--- src/rtl/multi_controller_poll.sv ---
// rtl/multi_controller_poll.sv - parallel NES-style pad poller with shared latch/clock
// Optional macro CONTROLLER_PRESSED_EDGE_EN adds pressed_out (newly pressed buttons per poll).
module multi_controller_poll #(
  parameter int NUM_CONTROLLERS = 2,
  parameter int BUTTONS         = 8,
  parameter int CLK_DIV         = 4
) (
  input  logic                                 clk_1,
  input  logic                                 rst,
  input  logic                                 start,
  output logic                                 busy,
  output logic                                 done,
  output logic                                 controller_latch,
  output logic                                 controller_clk,
  input  logic [NUM_CONTROLLERS-1:0]           controller_data_in_B,
  output logic [NUM_CONTROLLERS*BUTTONS-1:0]   buttons_out
`ifdef CONTROLLER_PRESSED_EDGE_EN
  ,
  output logic [NUM_CONTROLLERS*BUTTONS-1:0]   pressed_out
`endif
);

  localparam int CW = $clog2(2*CLK_DIV) + 1;
  localparam int IW = $clog2(BUTTONS) + 1;
  localparam logic [CW-1:0] LATCH_LAST = CW'(2*CLK_DIV - 1);
  localparam logic [CW-1:0] HALF_LAST  = CW'(CLK_DIV - 1);
  localparam logic [IW-1:0] IDX_LAST   = IW'(BUTTONS - 1);

  typedef enum logic [2:0] {
    S_IDLE, S_LATCH, S_READ, S_CLK_HIGH, S_CLK_LOW, S_DONE
  } state_t;

  state_t                               state;
  logic [CW-1:0]                        cnt;
  logic [IW-1:0]                        idx;
  logic [NUM_CONTROLLERS*BUTTONS-1:0]   shreg;
  logic [NUM_CONTROLLERS*BUTTONS-1:0]   sampled;

  // Shift registers with the bit being read this cycle merged in, so the final
  // READ can publish a complete poll on the same edge it samples the last bit.
  always_comb begin
    sampled = shreg;
    for (int c = 0; c < NUM_CONTROLLERS; c++) begin
      for (int k = 0; k < BUTTONS; k++) begin
        if (idx == IW'(k)) sampled[c*BUTTONS + k] = ~controller_data_in_B[c];
      end
    end
  end

  always_ff @(posedge clk_1) begin
    if (rst) begin
      state            <= S_IDLE;
      cnt              <= '0;
      idx              <= '0;
      shreg            <= '0;
      busy             <= 1'b0;
      done             <= 1'b0;
      controller_latch <= 1'b0;
      controller_clk   <= 1'b0;
      buttons_out      <= '0;
`ifdef CONTROLLER_PRESSED_EDGE_EN
      pressed_out      <= '0;
`endif
    end else begin
      done <= 1'b0;
      case (state)
        S_IDLE: begin
          if (start) begin
            state            <= S_LATCH;
            cnt              <= '0;
            busy             <= 1'b1;
            controller_latch <= 1'b1;
          end
        end
        S_LATCH: begin
          if (cnt == LATCH_LAST) begin
            state            <= S_READ;
            controller_latch <= 1'b0;
            idx              <= '0;
            cnt              <= '0;
          end else begin
            cnt <= cnt + 1'b1;
          end
        end
        S_READ: begin
          shreg <= sampled;
          if (idx == IDX_LAST) begin
            state       <= S_DONE;
            done        <= 1'b1;
            buttons_out <= sampled;
`ifdef CONTROLLER_PRESSED_EDGE_EN
            pressed_out <= sampled & ~buttons_out;
`endif
          end else begin
            state          <= S_CLK_HIGH;
            controller_clk <= 1'b1;
            cnt            <= '0;
          end
        end
        S_CLK_HIGH: begin
          if (cnt == HALF_LAST) begin
            state          <= S_CLK_LOW;
            controller_clk <= 1'b0;
            cnt            <= '0;
          end else begin
            cnt <= cnt + 1'b1;
          end
        end
        S_CLK_LOW: begin
          if (cnt == HALF_LAST) begin
            state <= S_READ;
            idx   <= idx + 1'b1;
            cnt   <= '0;
          end else begin
            cnt <= cnt + 1'b1;
          end
        end
        S_DONE: begin
          state <= S_IDLE;
          busy  <= 1'b0;
        end
        default: state <= S_IDLE;
      endcase
    end
  end

endmodule

--- config.mk ---
export PLATFORM = sky130hd
export DESIGN_NAME = multi_controller_poll
export DESIGN_NICKNAME = d
export VERILOG_FILES = /design/src/rtl/multi_controller_poll.sv
export SDC_FILE = /design/constraint.sdc
export NUM_CORES = 1
export LEC_CHECK = 0
export CAP_MARGIN = 5
export CORE_AREA = 2 2 75 59
export DETAILED_ROUTE_END_ITERATION = 16
export DIE_AREA = 0 0 77 61
export PLACE_DENSITY = 0.74
export SYNTH_ARGS = -nofsm -noshare
export SYNTH_HDL_FRONTEND = slang
export SYNTH_SLANG_ARGS = --single-unit
--- constraint.sdc ---
create_clock -name clk_1 -period 1.81 [get_ports clk_1]
set_input_delay 0.362 -clock clk_1 [delete_from_list [all_inputs] [get_ports clk_1]]
set_output_delay 0.362 -clock clk_1 [all_outputs]
set_load 0.02 [all_outputs]
Yosys cells after proc, flatten, opt, wreduce, memory -nomap -nowiden --
Cells that the tools add are included.
Storage, ports and cells: bits in registers 47, logic and storage cells 87, bits of input ports 5, output and inout bits 20
Operators by class: reductions and logical operators 16, add/subtract/negate cells 2, bitwise operators 3, equality and inequality tests 19, multiplexer cells 38
Operators by type and width (number):
- $mux 4 | 6
- $mux 1 | 21
- $eq 4x3->1 const B | 5
- $pmux 4 s4 | 1
- $mux 3 | 5
- $pmux 3 s5 | 1
- $eq 4x2->1 const B | 3
- $reduce_and 3->1 | 4
- $ne 2x2->1 const B | 5
- $add 4x1->4 const B | 2
- $pmux 4 s2 | 1
- $reduce_bool 2->1 | 4
- $eq 3x2->1 const B | 2
- $eq 3x3->1 const B | 2
- $pmux 1 s2 | 3
- $eq 4x1->1 const B | 1
- $logic_not 4->1 | 1
- $reduce_and 2->1 | 2
- $reduce_and 4->1 | 1
- $reduce_bool 4->1 | 1
- $reduce_or 2->1 | 2
- $eq 3x1->1 const B | 1
- $logic_not 3->1 | 1
- $not 1->1 | 3

Logic depth before layout (Yosys ltp) --
Gate-level depths: netlist of run 1.
depth after elaboration 4, gate-level depth with buffers 6, gate-level depth less buffers 6

Least setup slack after synthesis of run 1 --
Ideal clock, no wire load.
path type register to register, start reg cnt[2], end reg idx[0], data required time 1.747 ns, slack 0.269 ns, buffers on the path 1, stages on the path, launching flop included 6, clock period less this slack 1.541 ns, library setup time 0.063 ns, arrival 1.478 ns, path through dfxtp_1 > buf_6 > or3b_4 > a211o_1 > mux2_4 > nor2_2
On the way: cells in the longest elaborated chain, start to end 3, elaborated cells on any way between the ends 5, those cells by class eq/ne: 4; reduce/logical: 1
RTL lines:
- start, declared | line 34 | logic [CW-1:0] cnt;
- start signal, assigned | line 82 | cnt <= cnt + 1'b1;
- start signal, assigned | line 106 | cnt <= cnt + 1'b1;
- start signal, assigned | line 115 | cnt <= cnt + 1'b1;
- $eq 4x2->1 / $eq 4x3->1 (equally long branches) | line 110, 76
- $ne 2x2->1 (no source line)
- $reduce_and 3->1 (no source line) *
- end signal, assigned | line 112 | idx <= idx + 1'b1;
- end, declared | line 35 | logic [IW-1:0] idx;
Every way passes the cells marked *; elsewhere a longest branch is shown, timed or not. A chain may end at the register's enable or synchronous reset.

Worst setup path after layout of run 1 --
start reg state[1], end reg buttons_out[12]
On the way: cells in the longest elaborated chain, start to end 2
RTL lines:
- start, declared | line 33 | state_t state;
- start signal, assigned | line 52 | state <= S_IDLE;
- start signal, assigned | line 69 | state <= S_LATCH;
- start signal, assigned | line 77 | state <= S_READ;
- $eq 3x2->1 | line 66 | case (state)
- $reduce_and 2->1 (no source line)
- end signal, assigned | line 90 | buttons_out <= sampled;
- end, declared | line 16 | output logic [NUM_CONTROLLERS*BUTTONS-1:0] buttons_out
Every way passes these cells.

==> impl_metrics.env, run 1 <==
export IMPL_syn_area_um2=2110
export IMPL_drv_slew=0
export IMPL_cp_arrival_ps=1870
export IMPL_crit_top_cell="nand2_1"
export IMPL_clk_latency_ps=290
export IMPL_crit_slowest_cell="nand2_1"
export IMPL_synth_mux_area_frac=0.00711
export IMPL_synth_ff_type="dfxtp_1"
export IMPL_synth_xor_area_frac=0.0166
export IMPL_min_period_ps=1690
export IMPL_hold_path_depth=2
export IMPL_io_buffers=24
export IMPL_postCtsHoldBufs=0
export IMPL_p_total_mw=1.88
export IMPL_worst_slew_pin_slew_ps=510
export IMPL_path_cells="buf_4 > nor3b_2 > nand2_1 > nand2_1 > a21oi_1"
export IMPL_die_h_um=61
export IMPL_power_frac_clock=0.326
export IMPL_gr_usage_met1=0.303
export IMPL_rsz0062_at_grt="no"
export IMPL_setup_violations=0
export IMPL_die_area_um2=4700
export IMPL_drive_above_1_share=0.122
export IMPL_synth_common_cells="dfxtp_1, nand2_1, nor2_1"
export IMPL_cts_sink_count=45
export IMPL_wl_um=4520
export IMPL_hp_start="buttons_out[8]"
export IMPL_ioPinCount=25
export IMPL_cts_tree="yes"
export IMPL_cp_required_ps=1990
export IMPL_cts_root_buf="clkbuf_8"
export IMPL_p_int_mw=1.39
export IMPL_p_sw_mw=0.494
export IMPL_grt_max_degree=28
export IMPL_fillers=388
export IMPL_grt_pass1_wl_um=7480
export IMPL_use_met2=0.305
export IMPL_regToRegEndpoint="buttons_out[12]"
export IMPL_yosys_cell_count_top_type="dfxtp_1"
export IMPL_area_growth_pct=21.5
export IMPL_synth_cells=247
export IMPL_yosysSeqAreaShare=0.427
export IMPL_drtIter0Drc=122
export IMPL_yosys_area_top_type_share=0.427
export IMPL_syn_nets=257
export IMPL_synth_edf_count=0
export IMPL_synth_warnings=0
export IMPL_r2r_cells=5
export IMPL_leakage_nw=0.859
export IMPL_synth_compound_area_frac=0.239
export IMPL_layout_area_seq_um2=901
export IMPL_ir_drop_mv=0.818
export IMPL_maxCapViolations=0
export IMPL_route_detailed_wl_per_inst_um=13.5
export IMPL_htree_num_levels=2
export IMPL_power_density_nw_per_um2=734
export IMPL_gp_congestion=0.876
export IMPL_yosysUniqueCellTypes=47
export IMPL_track_usage=0.203
export IMPL_r2r_start="state[1]"
export IMPL_busiest_layer="met2"
export IMPL_use_met3=0.0446
export IMPL_std_cell_rows=20
export IMPL_reg2reg_slack_ps=120
export IMPL_multi_input_area_um2=1110
export IMPL_start_util=0.534
export IMPL_synth_top_family_by_area="compound AO/OA/AOI/OAI gates"
export IMPL_cts_resized=0
export IMPL_slowest_delay_ps=420
export IMPL_drcViolationCount=0
export IMPL_first_global_vias=1526
export IMPL_pwr_share_comb=0.124
export IMPL_avgSynthCellArea_um2=8.55
export IMPL_synth_adder_area_share=0.0296
export IMPL_synthSimpleGateAreaFrac=0.232
export IMPL_swShare=0.262
export IMPL_fin_crit_sh=0.935
export IMPL_finClkSkew_ps=6.86
export IMPL_grt_overflow=0
export IMPL_slew_limit_headroom=0.657
export IMPL_clk_pin_slew_ps=90
export IMPL_layout_setup_ws_ps=118
export IMPL_hold_violations=0
export IMPL_setup_worst_path_class="reg2reg"
export IMPL_synth_area_leaders="dfxtp_1, nand2_1, a21oi_1, a211oi_1, nor2_1"
export IMPL_max_clock_freq_mhz=591
export IMPL_ant_nets=0
export IMPL_die_w_um=77
export IMPL_hpwl_um=3320
export IMPL_antennaDiodeCount=0
export IMPL_vias=1807
export IMPL_final_nets=288
export IMPL_min_path_type="reg2reg"
export IMPL_cp_start_kind="flop"
export IMPL_setup_tns_final_ps=0
export IMPL_yosys_area_top_type="dfxtp_1"
export IMPL_vias_per_cell=5.41
export IMPL_cts_buffers=5
export IMPL_postCtsSetupBuffers=0
export IMPL_power_frac_seq=0.551
export IMPL_critical_path_max_fanout=15
export IMPL_async_reset_ff_frac=0
export IMPL_ys_ff_latch=45
export IMPL_dpl_worst_slack_ps=91.6
export IMPL_detail_route_first_pass_iterations=4
export IMPL_end_kind="flop"
export IMPL_status="finished clean"
export IMPL_cts_max_path_buffers=2
export IMPL_min_to="buttons_out[8]"
export IMPL_grt_antenna_before_repair=0
export IMPL_core_area_um2=3950
==> cell usage in the layout, fill, tap and decap left out, types with 2 or more instances in the layout <==
cell,instances
buf_4,16
nor3b_2,2
clkbuf_8,5
ha_1,5
o211ai_1,13
inv_1,6
and2_1,7
clkinvlp_4,2
nor2_1,26
clkdlybuf4s50_1,24
xnor2_1,4
nand3_1,3
nor3b_1,3
dfxtp_1,45
nand2_1,35
a21o_1,2
a21oi_1,23
o21a_1,3
a211oi_1,14
a2111oi_2,2
nand2b_1,3
and3b_1,4
nand3b_1,3
o21ai_0,2
or2_1,2
==> cells by family (layout without fill, tap and decap cells) <==
family | after synthesis | after routing
buffers and inverters | 23 | 55
XOR/XNOR | 4 | 4
adder cells (fa/ha/maj) | 5 | 5
AO/OA/AOI/OAI | 73 | 73
flip-flops | 45 | 45
multiplexers | 1 | 1
AND/OR/NAND/NOR | 96 | 96
==> sequential cells by signal, summed over array words and instances, names as in the netlist, 3 cells and up <==
register / count
shreg: 14
state: 3
buttons_out: 16
idx: 4
cnt: 4
==> cell type report <==
| class | count | area share |
|---|---|---|
| multi-input combinational | 179 | 0.434 |
| sequential | 45 | 0.351 |
| timing repair buffer | 41 | 0.145 |
| clock buffer | 6 | 0.0283 |
| tap | 55 | 0.0268 |
| inverter | 6 | 0.00878 |
| clock inverter | 2 | 0.00585 |
==> power by group through the flow <==
stage | logic (mW) | clock network (mW) | registers, mW
floorplan | 0.143 | 0 | 1.06
global placement | 0.226 | 0 | 1.06
detailed placement | 0.227 | 0 | 1.06
CTS | 0.229 | 0.630 | 1.04
global route | 0.258 | 0.665 | 1.04
finish | 0.232 | 0.613 | 1.04
==> worst max-delay path, delay by kind of cell, from the launching register on <==
family | cells | cell delay, ps
buf+inv | 1 | 150
compound gates | 1 | 70
flops | 1 | 360
simple gates | 3 | 980
==> metal layers <==
layer  wire (µm)  vias up  share of wire
li1            -      941              -
met1        2400      828           0.53
met2        1900       36           0.42
met3         197        2          0.044
met4          19        0         0.0042
met5           0        -              0
==> worst max-delay path by stage <==
stage | from | endpoint | slack [ps] | cells past startpoint
2_1_floorplan | cnt[2] | idx[0] | 270 | 5
3_3_place_gp | state[1] | buttons_out[13] | 140 | 5
3_5_place_dp | start | cnt[3] | 90 | 5
4_1_cts | state[0] | state[0] | 120 | 5
5_1_grt | state[1] | buttons_out[0] | 20 | 5
6_report | state[1] | buttons_out[12] | 120 | 5
==> through the flow <==
step | std cells | hold WS, ps | utilization | area [µm²]
final | 334 | 450 | 0.649 | 2560
after global routing | 334 | 479 | 0.649 | 2560
after CTS | 334 | 456 | 0.647 | 2560
after detailed placement | 326 | 446 | 0.624 | 2470
after global placement | 326 | 439 | 0.624 | 2470
after floorplan | 247 | 432 | - | 2110
(Power assumes the default switching activity.)
==> inputs of run 2 (changes only) <==
--- a/config.mk
+++ b/config.mk
@@ -10,4 +10,5 @@
 export DETAILED_ROUTE_END_ITERATION = 16
 export DIE_AREA = 0 0 77 61
+export HOLD_SLACK_MARGIN = 0.03
 export PLACE_DENSITY = 0.74
 export SYNTH_ARGS = -nofsm -noshare
==> constraint.sdc (replaced) <==
create_clock -name clk_1 -period 1.81 [get_ports clk_1]
set_input_delay 0.362 -clock clk_1 [delete_from_list [all_inputs] [get_ports clk_1]]
set_output_delay 0.362 -clock clk_1 [all_outputs]
set_load 0.01 [all_outputs]
==> results of run 2 <==
The final DEF is identical to that of run 1. Status: finished clean.
